### config.mk
export PLATFORM = sky130hd
export DESIGN_NAME = ram_bist
export DESIGN_NICKNAME = d
export VERILOG_FILES = /design/src/rtl/ram_bist.sv
export SDC_FILE = /design/constraint.sdc
export NUM_CORES = 1
export LEC_CHECK = 0
export ABC_AREA = 1
export BUFFER_PORTS_ARGS = -buffer_cell sky130_fd_sc_hd__buf_2
export CAP_MARGIN = 20
export CELL_PAD_IN_SITES_DETAIL_PLACEMENT = 1
export CELL_PAD_IN_SITES_GLOBAL_PLACEMENT = 1
export CORE_ASPECT_RATIO = 1.5
export CORE_MARGIN = 1
export CORE_UTILIZATION = 35
export DETAILED_ROUTE_END_ITERATION = 16
export PLACE_DENSITY_LB_ADDON = 0.1
export SETUP_SLACK_MARGIN = 0.4
export SLEW_MARGIN = 25
export SYNTH_ARGS = -nofsm -noshare
export SYNTH_HDL_FRONTEND = slang
export SYNTH_SLANG_ARGS = --single-unit
### constraint.sdc
create_clock -name clk -period 3.2 [get_ports clk]
set_clock_uncertainty 0.2 [all_clocks]
set_input_delay 0.64 -clock clk [delete_from_list [all_inputs] [get_ports clk]]
set_output_delay 0.64 -clock clk [all_outputs]
set_load 0.005 [all_outputs]
### src/rtl/ram_bist.sv
// ram_bist: built-in self-test controller for one single-port synchronous RAM.
// A start pulse taken in IDLE or DONE runs a three-phase checkerboard march:
//   WR0      ascending write of PAT(a)
//   RD1/CK1  ascending read, compare against PAT(a), then write ~PAT(a)
//   RD2/CK2  descending read, compare against ~PAT(a)
// The run stops at the first mismatch and reports its address and data.
//
// Ports:
//   clk       rising-edge clock shared with the RAM
//   rs        asynchronous active-low reset
//   start     begin a run (ignored while busy)
//   busy      controller owns the RAM port
//   done      run finished, held until the next accepted start
//   pass      1 = no mismatch (valid while done)
//   fail_add  address of the first mismatch
//   fail_exp  expected data at the first mismatch
//   fail_got  data read at the first mismatch
//   ram_wr    1 = write, 0 = read
//   ram_add   RAM address
//   ram_din   RAM write data
//   ram_dout  RAM read data, valid the cycle after a read address
module ram_bist #(
  parameter int DW = 4,
  parameter int AW = 3
) (
  input  logic          clk,
  input  logic          rs,
  input  logic          start,
  output logic          busy,
  output logic          done,
  output logic          pass,
  output logic [AW-1:0] fail_add,
  output logic [DW-1:0] fail_exp,
  output logic [DW-1:0] fail_got,
  output logic          ram_wr,
  output logic [AW-1:0] ram_add,
  output logic [DW-1:0] ram_din,
  input  logic [DW-1:0] ram_dout
);

  typedef enum logic [2:0] {
    IDLE = 3'd0,
    WR0  = 3'd1,
    RD1  = 3'd2,
    CK1  = 3'd3,
    RD2  = 3'd4,
    CK2  = 3'd5,
    DONE = 3'd6
  } state_e;

  // Alternating bits with the LSB set (0101 for a 4-bit word).
  function automatic logic [DW-1:0] base_pat();
    logic [DW-1:0] b;
    for (int i = 0; i < DW; i++) b[i] = (i % 2 == 0);
    return b;
  endfunction

  localparam logic [DW-1:0] BASE = base_pat();
  localparam logic [AW-1:0] LAST = '1;

  state_e        st_q, st_d;
  logic [AW-1:0] a_q, a_d;
  logic          pass_q, pass_d;
  logic [AW-1:0] fail_add_q, fail_add_d;
  logic [DW-1:0] fail_exp_q, fail_exp_d;
  logic [DW-1:0] fail_got_q, fail_got_d;

  // Checkerboard: the pattern inverts on every odd address.
  logic [DW-1:0] pat_a;
  assign pat_a = a_q[0] ? ~BASE : BASE;

  // NOTE: sequential state uses non-blocking assignments so every register
  // samples the pre-edge values; blocking here would create ordering races.
  always_ff @(posedge clk or negedge rs) begin
    if (!rs) begin
      st_q       <= IDLE;
      a_q        <= '0;
      pass_q     <= 1'b0;
      fail_add_q <= '0;
      fail_exp_q <= '0;
      fail_got_q <= '0;
    end else begin
      st_q       <= st_d;
      a_q        <= a_d;
      pass_q     <= pass_d;
      fail_add_q <= fail_add_d;
      fail_exp_q <= fail_exp_d;
      fail_got_q <= fail_got_d;
    end
  end

  // NOTE: every signal gets a default before the case so no path leaves it
  // unassigned, which would otherwise infer a latch.
  always_comb begin
    st_d       = st_q;
    a_d        = a_q;
    pass_d     = pass_q;
    fail_add_d = fail_add_q;
    fail_exp_d = fail_exp_q;
    fail_got_d = fail_got_q;

    unique case (st_q)
      IDLE, DONE: begin
        if (start) begin
          st_d       = WR0;
          a_d        = '0;
          pass_d     = 1'b0;
          fail_add_d = '0;
          fail_exp_d = '0;
          fail_got_d = '0;
        end
      end

      WR0: begin
        if (a_q == LAST) begin
          st_d = RD1;
          a_d  = '0;
        end else begin
          a_d = a_q + AW'(1);
        end
      end

      RD1: st_d = CK1;

      CK1: begin
        if (ram_dout != pat_a) begin
          st_d       = DONE;
          pass_d     = 1'b0;
          fail_add_d = a_q;
          fail_exp_d = pat_a;
          fail_got_d = ram_dout;
        end else if (a_q == LAST) begin
          // Phase 3 starts from the top address; the counter never wraps.
          st_d = RD2;
        end else begin
          st_d = RD1;
          a_d  = a_q + AW'(1);
        end
      end

      RD2: st_d = CK2;

      CK2: begin
        if (ram_dout != ~pat_a) begin
          st_d       = DONE;
          pass_d     = 1'b0;
          fail_add_d = a_q;
          fail_exp_d = ~pat_a;
          fail_got_d = ram_dout;
        end else if (a_q == '0) begin
          st_d   = DONE;
          pass_d = 1'b1;
        end else begin
          st_d = RD2;
          a_d  = a_q - AW'(1);
        end
      end

      default: st_d = IDLE;
    endcase
  end

  // RAM port decodes straight from state so it is quiet under reset.
  always_comb begin
    ram_wr  = 1'b0;
    ram_din = '0;
    unique case (st_q)
      WR0: begin
        ram_wr  = 1'b1;
        ram_din = pat_a;
      end
      CK1: begin
        ram_wr  = 1'b1;
        ram_din = ~pat_a;
      end
      default: ;
    endcase
  end

  assign ram_add  = a_q;
  assign busy     = (st_q == WR0) || (st_q == RD1) || (st_q == CK1) ||
                    (st_q == RD2) || (st_q == CK2);
  assign done     = (st_q == DONE);
  assign pass     = pass_q;
  assign fail_add = fail_add_q;
  assign fail_exp = fail_exp_q;
  assign fail_got = fail_got_q;

endmodule

==> metrics, run 1 <==
status finished, final reports clean; Final min period 2367 ps; Slew Viols, Final 0; Placer Congestion 0.7939; commonest non-fill, non-tap cell in the layout nand2_1; gr ovfl total 0; largest fanout on the critical path 6; area delta synth->final 13.15%; yosys warns 0; most frequent cells in the layout nand2_1, buf_2, nand3_1, dfrtp_1; final period utilization 0.7396; CP arrival 1530 ps; HPWL Detailed 2507 µm; count of cell types in the netlist 24; actual slew at the worst max-slew pin 404.1 ps; CTS Buffer Depth 2; CP max stage cell dfrtp_1; DRC viols 0; number of routed nets with antenna violations 0; nets 207; Mean Syn Cell Area 7.027 µm²; hold-fix buffers at CTS 0; CP Class flip-flop to primary output; CP endpoint kind primary output; Initial Utilization 0.3751; Die X 49.98 µm; sequential-to-total area share from yosys stat 0.3313; # IOs 29; fin util 0.4245; Die H 73.97 µm; CTS tree built; FF/Latch Area 400.4 µm²; DRT Pass-1 Iters 2; Hold Violations, Final 0; gr usage total 0.1902; initial antenna violation count 0; Core Area 0.003222 mm²; hold crit path type input port to asynchronous set/reset pin; worst-case hold slack 110.9 ps; CTS root buf clkbuf_8; RSZ-0062 raised after global routing no; Cell Rows 25; Worst Path Required 2360 ps; first-pass GRT wire length 5340 µm; synth top area cells dfrtp_1, nand2_1, nand3_1; vias per cell 4.923; Routed WL per cell 12.99 µm; # fillers 427; Clk Latency, worst-skew pair 240 ps; Mapped Cells 172; cts bufs inserted 3; Peak Freq 422.5 MHz; H-tree depth 1; Via Count 1,152; # setup viols final 0; maxcap violations 0; max_slew headroom 0.7299; #FFs+latches synth 16; post-synth top area cell dfrtp_1; P_leak 0.7968 nW; CP startpoint kind flip-flop; final wirelength 3039 µm; Netlist Area Pre-Place 0.001209 mm²; reg2reg setup slack 1200 ps; area of the multi-input gates 668.1 µm²; Setup TNS 0 ps; clock slew seen by the registers of the worst setup and hold paths 60 ps; CTS resizes 0; Pwr Density 970.1 mW/mm²; Sink Count 16; number of global-route vias before repair 1,165; layout cell share with drive strength beyond 1 0.2680; ANT cells 0; Max VDD drop 0.0003553 V; worst path cell trace inv_1, nand2_2, nor2_1, inv_1, o21ai_0, buf_2; Synth Net Count 183; PortBufs 28; R2R cell count 9; starting DRC count in detailed routing 16; largest net degree at the start of global routing 17; post-synth top area share 0.3313; Top cell by count, worst path inv_1; die area 0.003697 mm²; CP max stage delay 460 ps; post-CTS setup buffer count 0
## report_power, final
group	switching [W]	total [W]	internal, W
sequential	0.0000858	0.000360	0.000274
clock	0.0000653	0.000148	0.0000832
combinational	0.000526	0.000818	0.000292
total	0.000677	0.00133	0.000650
## state kept, by name, indices dropped and copies added, names as in the netlist
signal and count:
st_q 3, fail_exp 2, pass 1, fail_add 3, fail_got 4, ram_add 3
## cell usage after synthesis, drive strengths merged
master,count
ha,4
o2111ai,1
o21bai,4
buf,9
xnor2,1
nor2,18
o211ai,1
dfrtp,16
nand4,6
inv,18
o21ai,6
nand2,64
o22ai,1
nand3,22
nand3b,1
## routing by layer
| layer | up-vias | GRT usage | wire length [µm] |
|---|---|---|---|
| li1 | 592 | - | - |
| met1 | 539 | 0.2205 | 1278 |
| met2 | 19 | 0.3600 | 1657 |
| met3 | 2 | 0.01840 | 78 |
| met4 | 0 | 0.06032 | 24 |
| met5 | - | 0 | 0 |
## critical path: cells and delay by family (launching register included)
kind / cells / cell delay, ps
buffers and inverters: 3 / 380
DFF: 1 / 460
AOI/OAI and AO/OA: 1 / 250
and+or+nand+nor: 2 / 210
## logic make-up (layout without fill, tap and decap cells)
kind of cell | Yosys count | count (layout) | share of synthesized area
compound gates | 13 | 13 | 0.07143
xor+xnor | 1 | 1 | 0.007248
fa+ha+maj | 4 | 4 | 0.04141
buf+inv | 27 | 49 | 0.1159
flops | 16 | 16 | 0.3313
simple gates | 111 | 111 | 0.4327
## area by class of cell
type | instances | area share
inverter | 18 | 0.04941
clock buffer | 3 | 0.03019
sequential | 16 | 0.2928
timing repair buffer | 28 | 0.1025
multi-input combinational | 129 | 0.4886
tap | 40 | 0.03660
## per-stage QoR
step	instance area, µm²	worst slack (ps)	cells	power, W
final	1368	833.3	234	0.001327
after global routing	1368	714.8	234	0.001484
after CTS	1368	823.7	234	0.001352
after floorplan	1209	1225	172	0.001008
after detailed placement	1326	1015	231	0.001193
after global placement	1326	1107	231	0.001169
## final timing paths
path,to,from
max,ram_din[2],st_q[1]$_DFFE_PN0P_
min,fail_got[1]$_DFFE_PN0P_,rs
max reg2reg,fail_got[1]$_DFFE_PN0P_,st_q[2]$_DFFE_PN0P_
min reg2reg,fail_got[0]$_DFFE_PN0P_,fail_got[0]$_DFFE_PN0P_
max in group asynchronous,fail_exp[1]$_DFFE_PN0P_,rs
min in group clk,fail_got[0]$_DFFE_PN0P_,fail_got[0]$_DFFE_PN0P_
(Power assumes the default switching activity.)
==> inputs of run 2 (changes only) <==
--- a/config.mk
+++ b/config.mk
@@ -5,7 +5,7 @@
 export SDC_FILE = /design/constraint.sdc
 export NUM_CORES = 1
 export LEC_CHECK = 0
-export ABC_AREA = 1
+export ABC_AREA = 0
 export BUFFER_PORTS_ARGS = -buffer_cell sky130_fd_sc_hd__buf_2
 export CAP_MARGIN = 20
 export CELL_PAD_IN_SITES_DETAIL_PLACEMENT = 1
==> constraint.sdc (replaced) <==
create_clock -name clk -period 2.1 [get_ports clk]
set_clock_uncertainty 0.2 [all_clocks]
set_input_delay 0.42 -clock clk [delete_from_list [all_inputs] [get_ports clk]]
set_output_delay 0.42 -clock clk [all_outputs]
set_load 0.005 [all_outputs]
==> run 2 against run 1 <==
Power rose by 110%. Hold slack improved by 130 ps. Wire length rose by 9.8%. Global-route usage rose by 0.71 points. Non-clock buffer count rose by 23. Sequential share of layout area fell by 4.9 points. Final area rose by 21%. Via count fell by 7.4%. Register-to-register slack got worse by 1100 ps. Combinational power rose by 130%. Largest cell class unchanged.
==> metrics, run 2 <==
status finished, final reports clean; Worst Path Required 2040 ps; synth top area cells dfrtp_1, mux2i_1, nand2_1; commonest non-fill, non-tap cell in the layout buf_2; Max VDD drop 0.0008058 V; CTS Buffer Depth 2; Hold Violations, Final 0; fraction of registers with async set/reset 1.000; Final min period 1957 ps; gr usage total 0.1973; Psw 0.001151 W; largest net degree at the start of global routing 17; # IOs 29; starting DRC count in detailed routing 7; Mapped Cells 121; maxcap violations 0; Pint 0.001596 W; most frequent cells in the layout buf_2, buf_4, dfrtp_1, nand2_1, inv_1; cts bufs inserted 3; # setup viols final 0; die area 0.003468 mm²; gr ovfl total 0; Initial Utilization 0.3767; Mean Syn Cell Area 9.348 µm²; vias per cell 5.230; DRT Pass-1 Iters 4; RSZ-0062 raised after global routing yes; Placer Congestion 0.8639; H-tree depth 1; final period utilization 0.9321; crit path buf inv count 0; most common cell in the netlist dfrtp_1; largest fanout on the critical path 4; CP max stage cell dfrtp_2; Post-synth EDFFs 0; post-synth top area cell dfrtp_1; number of global-route vias before repair 1,154; ANT cells 0; initial antenna violation count 0; #FFs+latches synth 16; CP max stage delay 460 ps; Core Area 0.003003 mm²; Setup TNS 0 ps; Post-synth top flop dfrtp_1; CP arrival 1900 ps; HPWL Detailed 2355 µm; Peak Freq 510.9 MHz; worst-case hold slack 240.7 ps; Slew Viols, Final 0; first-pass GRT wire length 5278 µm; DRC viols 0; Die H 71.63 µm; Sink Count 16; clock slew seen by the registers of the worst setup and hold paths 70 ps; hold crit path type input port to flip-flop; Via Count 1,067; count of cell types in the netlist 36; crit-path leading delay family flip-flops; Clk Latency, worst-skew pair 260 ps; Synth Net Count 132; CP Class flip-flop to flip-flop; post-synth top area share 0.3540; CTS root buf clkbuf_8; CTS tree built; commonest cells in the netlist dfrtp_1, nand2_1, mux2i_1; P_leak 0.7947 nW; final wirelength 3337 µm; max_slew headroom 0.7321; yosys warns 0; Sequential Power Share 0.209; PortBufs 28; Cell Rows 24; Routed WL per cell 16.36 µm; max reg flops 4; actual slew at the worst max-slew pin 401.8 ps; number of routed nets with antenna violations 0; Top cell by count, worst path ha_4; CP startpoint kind flip-flop; nets 177; Pwr Density 1657 mW/mm²; sequential-to-total area share from yosys stat 0.3540; worst path cell trace ha_4, ha_4, nand2b_4, a21oi_4, o21ai_4, nor3_4, mux2_4; area delta synth->final 46.57%; Clk pwr share 0.106; Comb pwr share 0.685; switching share of total power 0.4189; layout cell share with drive strength beyond 1 0.5273; Netlist Area Pre-Place 0.001131 mm²; CP endpoint kind flip-flop; Die X 48.42 µm
==> run 2: final cells by class <==
class | count | area, µm²
Multi-Input combinational cell | 83 | 775.7
Sequential cell | 16 | 404.1
Inverter | 11 | 43.79
Timing Repair Buffer | 51 | 330.3
Fill cell | 346 | 1345
Clock buffer | 4 | 55.05
Tap cell | 39 | 48.80
==> run 2: worst paths after layout <==
kind	from	to	slack (ps)	depth (start not counted)
max	ram_add[0]$_DFFE_PN0P_	ram_add[0]$_DFFE_PN0P_	140	7
min	ram_dout[2]	fail_got[2]$_DFFE_PN0P_	240	3
max reg2reg	ram_add[0]$_DFFE_PN0P_	ram_add[0]$_DFFE_PN0P_	140	7
min reg2reg	pass$_DFFE_PN0P_	pass$_DFFE_PN0P_	300	1
max in group asynchronous	rs	ram_add[0]$_DFFE_PN0P_	970	2
min in group asynchronous	rs	fail_got[3]$_DFFE_PN0P_	410	2
==> run 2: cell families after synthesis <==
kind of cell / Yosys count / synth area share
AO/OA/AOI/OAI: 27 / 0.1659
XOR/XNOR: 1 / 0.007745
adder cells (fa/ha/maj): 4 / 0.04425
buffers and inverters: 22 / 0.1128
flip-flops: 16 / 0.3540
multiplexers: 14 / 0.1372
AND/OR/NAND/NOR: 37 / 0.1781
==> run 2: stage by stage <==
stage               std cells  instance area, µm²  setup WS [ps]  utilization  total power (W)
floorplan                 121                1171          144.4            -         0.001642
global placement          191                1381          62.44       0.4600         0.002046
detailed placement        191                1381          29.50       0.4600         0.002093
CTS                       202                1546          149.7       0.5150         0.002576
global route              204                1658          80.15       0.5521         0.002949
finish                    204                1658          142.6       0.5521         0.002747
==> run 2: power groups by stage <==
stage	sequential, W	combinational (W)	clock (W)
detailed placement	0.000580	0.00151	0
finish	0.000575	0.00188	0.000291
global placement	0.000568	0.00148	0
floorplan	0.000540	0.00110	0
CTS	0.000572	0.00171	0.000290
global route	0.000595	0.00205	0.000308
==> run 2: layer usage <==
layer | GRT usage | vias to the layer above | part of all wire
li1 | - | 501 | -
met1 | 0.2191 | 533 | 0.39
met2 | 0.3818 | 28 | 0.57
met3 | 0.01274 | 5 | 0.021
met4 | 0.08497 | 0 | 0.017
met5 | 0 | - | 0
==> run 2: what timing repair did <==
action | in CTS | in global routing
hold buffers | 1 | 0
endpoints found under the setup margin | 20 | 21
setup buffers | 6 | 2
resized for setup | 15 | 17
pin swaps | 3 | 2
hold endpoints to repair | 16 | 0
==> run 2: tightest hold or removal path: cells and delay by family <==
kind                   cells  cell delay (ps)
buffers and inverters      1              120
muxes                      1               50
and+or+nand+nor            1               60
==> inputs of run 3 (changes only) <==
--- a/config.mk
+++ b/config.mk
@@ -13,8 +13,10 @@
 export CORE_ASPECT_RATIO = 1.5
 export CORE_MARGIN = 1
 export CORE_UTILIZATION = 35
+export CTS_CLUSTER_SIZE = 8
 export DETAILED_ROUTE_END_ITERATION = 16
 export PLACE_DENSITY_LB_ADDON = 0.1
+export RECOVER_POWER = 100
 export SETUP_SLACK_MARGIN = 0.4
 export SLEW_MARGIN = 25
 export SYNTH_ARGS = -nofsm -noshare
==> constraint.sdc (replaced) <==
create_clock -name clk -period 2.4 [get_ports clk]
set_clock_uncertainty 0.2 [all_clocks]
set_input_delay 0.48 -clock clk [delete_from_list [all_inputs] [get_ports clk]]
set_output_delay 0.48 -clock clk [all_outputs]
set_load 0.005 [all_outputs]
==> run 3 against run 2 <==
Cell count down 2.5%. Die area stayed put. Final area shrank 11%. Sequential cell count stayed put. Hold slack gained 53 ps. Combinational power down 26%. Setup slack better by 120 ps. Power fell by 24%. Clock power decreased by 31%. Sequential share of layout area increased by 2.9 points. Global-route usage decreased by 0.30 points. Critical path type unchanged. Wire length shrank 2.6%.
==> metrics, run 3 (same netlist as run 2, synthesis figures left out) <==
status finished, final reports clean; CP startpoint kind flip-flop; max reg flops 4; commonest non-fill, non-tap cell in the layout buf_2; DRT Pass-1 Iters 4; Max VDD drop 0.0006357 V; starting DRC count in detailed routing 11; initial antenna violation count 0; largest fanout on the critical path 4; DP Worst Slack 121.2 ps; Clk Latency, worst-skew pair 240 ps; max_slew headroom 0.4043; Cell Rows 24; DRC viols 0; HPWL Detailed 2269 µm; Core Area 0.003003 mm²; maxcap violations 0; Placer Congestion 0.7926; # setup viols final 0; Hold Violations, Final 0; largest net degree at the start of global routing 17; Inst Count DP 186; CP endpoint kind flip-flop; Die X 48.42 µm; Top cell by count, worst path ha_1; Die H 71.63 µm; Slew Viols, Final 0; Peak Freq 466.8 MHz; P_leak 0.7205 nW; actual slew at the worst max-slew pin 893.5 ps; clock slew seen by the registers of the worst setup and hold paths 60 ps; # IOs 29; # fillers 382; nets 173; worst path cell trace ha_1, ha_1, nand2b_4, a21oi_4, o21ai_4, nor3_4, mux2_4; ANT cells 0; CP max stage delay 450 ps; Worst Setup Slack, final 257.9 ps; Non-Filler Instances 199; final period utilization 0.8925; hold crit path type input port to flip-flop; FF/Latch Area 400.4 µm²; CP arrival 2070 ps; CTS root buf clkbuf_8; first-pass GRT wire length 5133 µm; cts bufs inserted 3; CTS Buffer Depth 2; layout cell share with drive strength beyond 1 0.3250; H-tree depth 1; Initial Utilization 0.3767; gr ovfl total 0; Final min period 2142 ps; Sink Count 16; Setup TNS 0 ps; die area 0.003468 mm²; PortBufs 28; Via Count 1,024; final wirelength 3249 µm; CP Class flip-flop to flip-flop; number of global-route vias before repair 1,111; area delta synth->final 29.87%; CTS tree built; gr usage total 0.1943; Pwr Density 1427 mW/mm²; vias per cell 5.146; Routed WL per cell 16.33 µm; number of routed nets with antenna violations 0; Worst Path Required 2330 ps; most frequent cells in the layout buf_2, dfrtp_1, nand2_1, buf_4; RSZ-0062 raised after global routing yes; CP max stage cell dfrtp_1; area of the multi-input gates 650.6 µm²
run 3: cell count changes in the layout (fill, tap and decap cells not counted), moves of 3 or more:
cell and change:
buf_2 -6, buf_4 -7, clkbuf_1 +7, dfrtp_1 +3
dfrtp_2 -3, nand2_1 +3, nand2_2 -3
run 3: per-stage QoR:
stage	hold slack, ps	util	total power [W]	instance area (µm²)
floorplan	-15.59	-	0.001393	1140
global placement	212.2	0.4371	0.001699	1313
detailed placement	220.3	0.4371	0.001739	1313
CTS	289.8	0.4704	0.002024	1413
global route	299.9	0.4892	0.002256	1469
finish	294.1	0.4892	0.002096	1469
run 3: repair_timing:
action | in CTS | in global routing
endpoints found under the setup margin | 17 | 12
pin swaps | 5 | 7
resized for setup | 7 | 13
cloned | 0 | 0
endpoints found under the hold margin | 16 | 0
hold buffers | 1 | 0
setup buffers | 2 | 7
run 3: path summary, 6_finish.rpt:
path / startpoint / end / slack [ps] / cells after the start
max: ram_add[0]$_DFFE_PN0P_ / ram_add[0]$_DFFE_PN0P_ / 260 / 7
min: ram_dout[1] / fail_got[1]$_DFFE_PN0P_ / 290 / 3
max reg2reg: ram_add[0]$_DFFE_PN0P_ / ram_add[0]$_DFFE_PN0P_ / 260 / 7
min reg2reg: pass$_DFFE_PN0P_ / pass$_DFFE_PN0P_ / 310 / 1
max in group asynchronous: rs / fail_add[0]$_DFFE_PN0P_ / 750 / 2
min in group asynchronous: rs / fail_got[3]$_DFFE_PN0P_ / 700 / 2
run 3: layer usage:
layer | up-vias | wire (µm) | track usage
li1 | 486 | - | -
met1 | 509 | 1283 | 0.2035
met2 | 25 | 1838 | 0.3772
met3 | 4 | 68 | 0.01699
met4 | 0 | 59 | 0.1046
met5 | - | 0 | 0
run 3: critical path: cells and delay by family (launching register included):
family | cells | cell delay, ps
DFF | 1 | 450
muxes | 1 | 320
AOI/OAI and AO/OA | 2 | 240
adders and majority gates | 2 | 440
and+or+nand+nor | 2 | 370
run 3: where the power goes:
part	switching, W	internal, W
Clock	0.0000892	0.000111
Combinational	0.000715	0.000684
Sequential	0.000113	0.000384
run 3: layout make-up:
cell class / instances / share of cell area
Multi-Input combinational cell: 83 / 0.4429
Sequential cell: 16 / 0.2726
Timing Repair Buffer: 47 / 0.1934
Tap cell: 39 / 0.03322
Inverter: 11 / 0.02981
Clock buffer: 3 / 0.02811
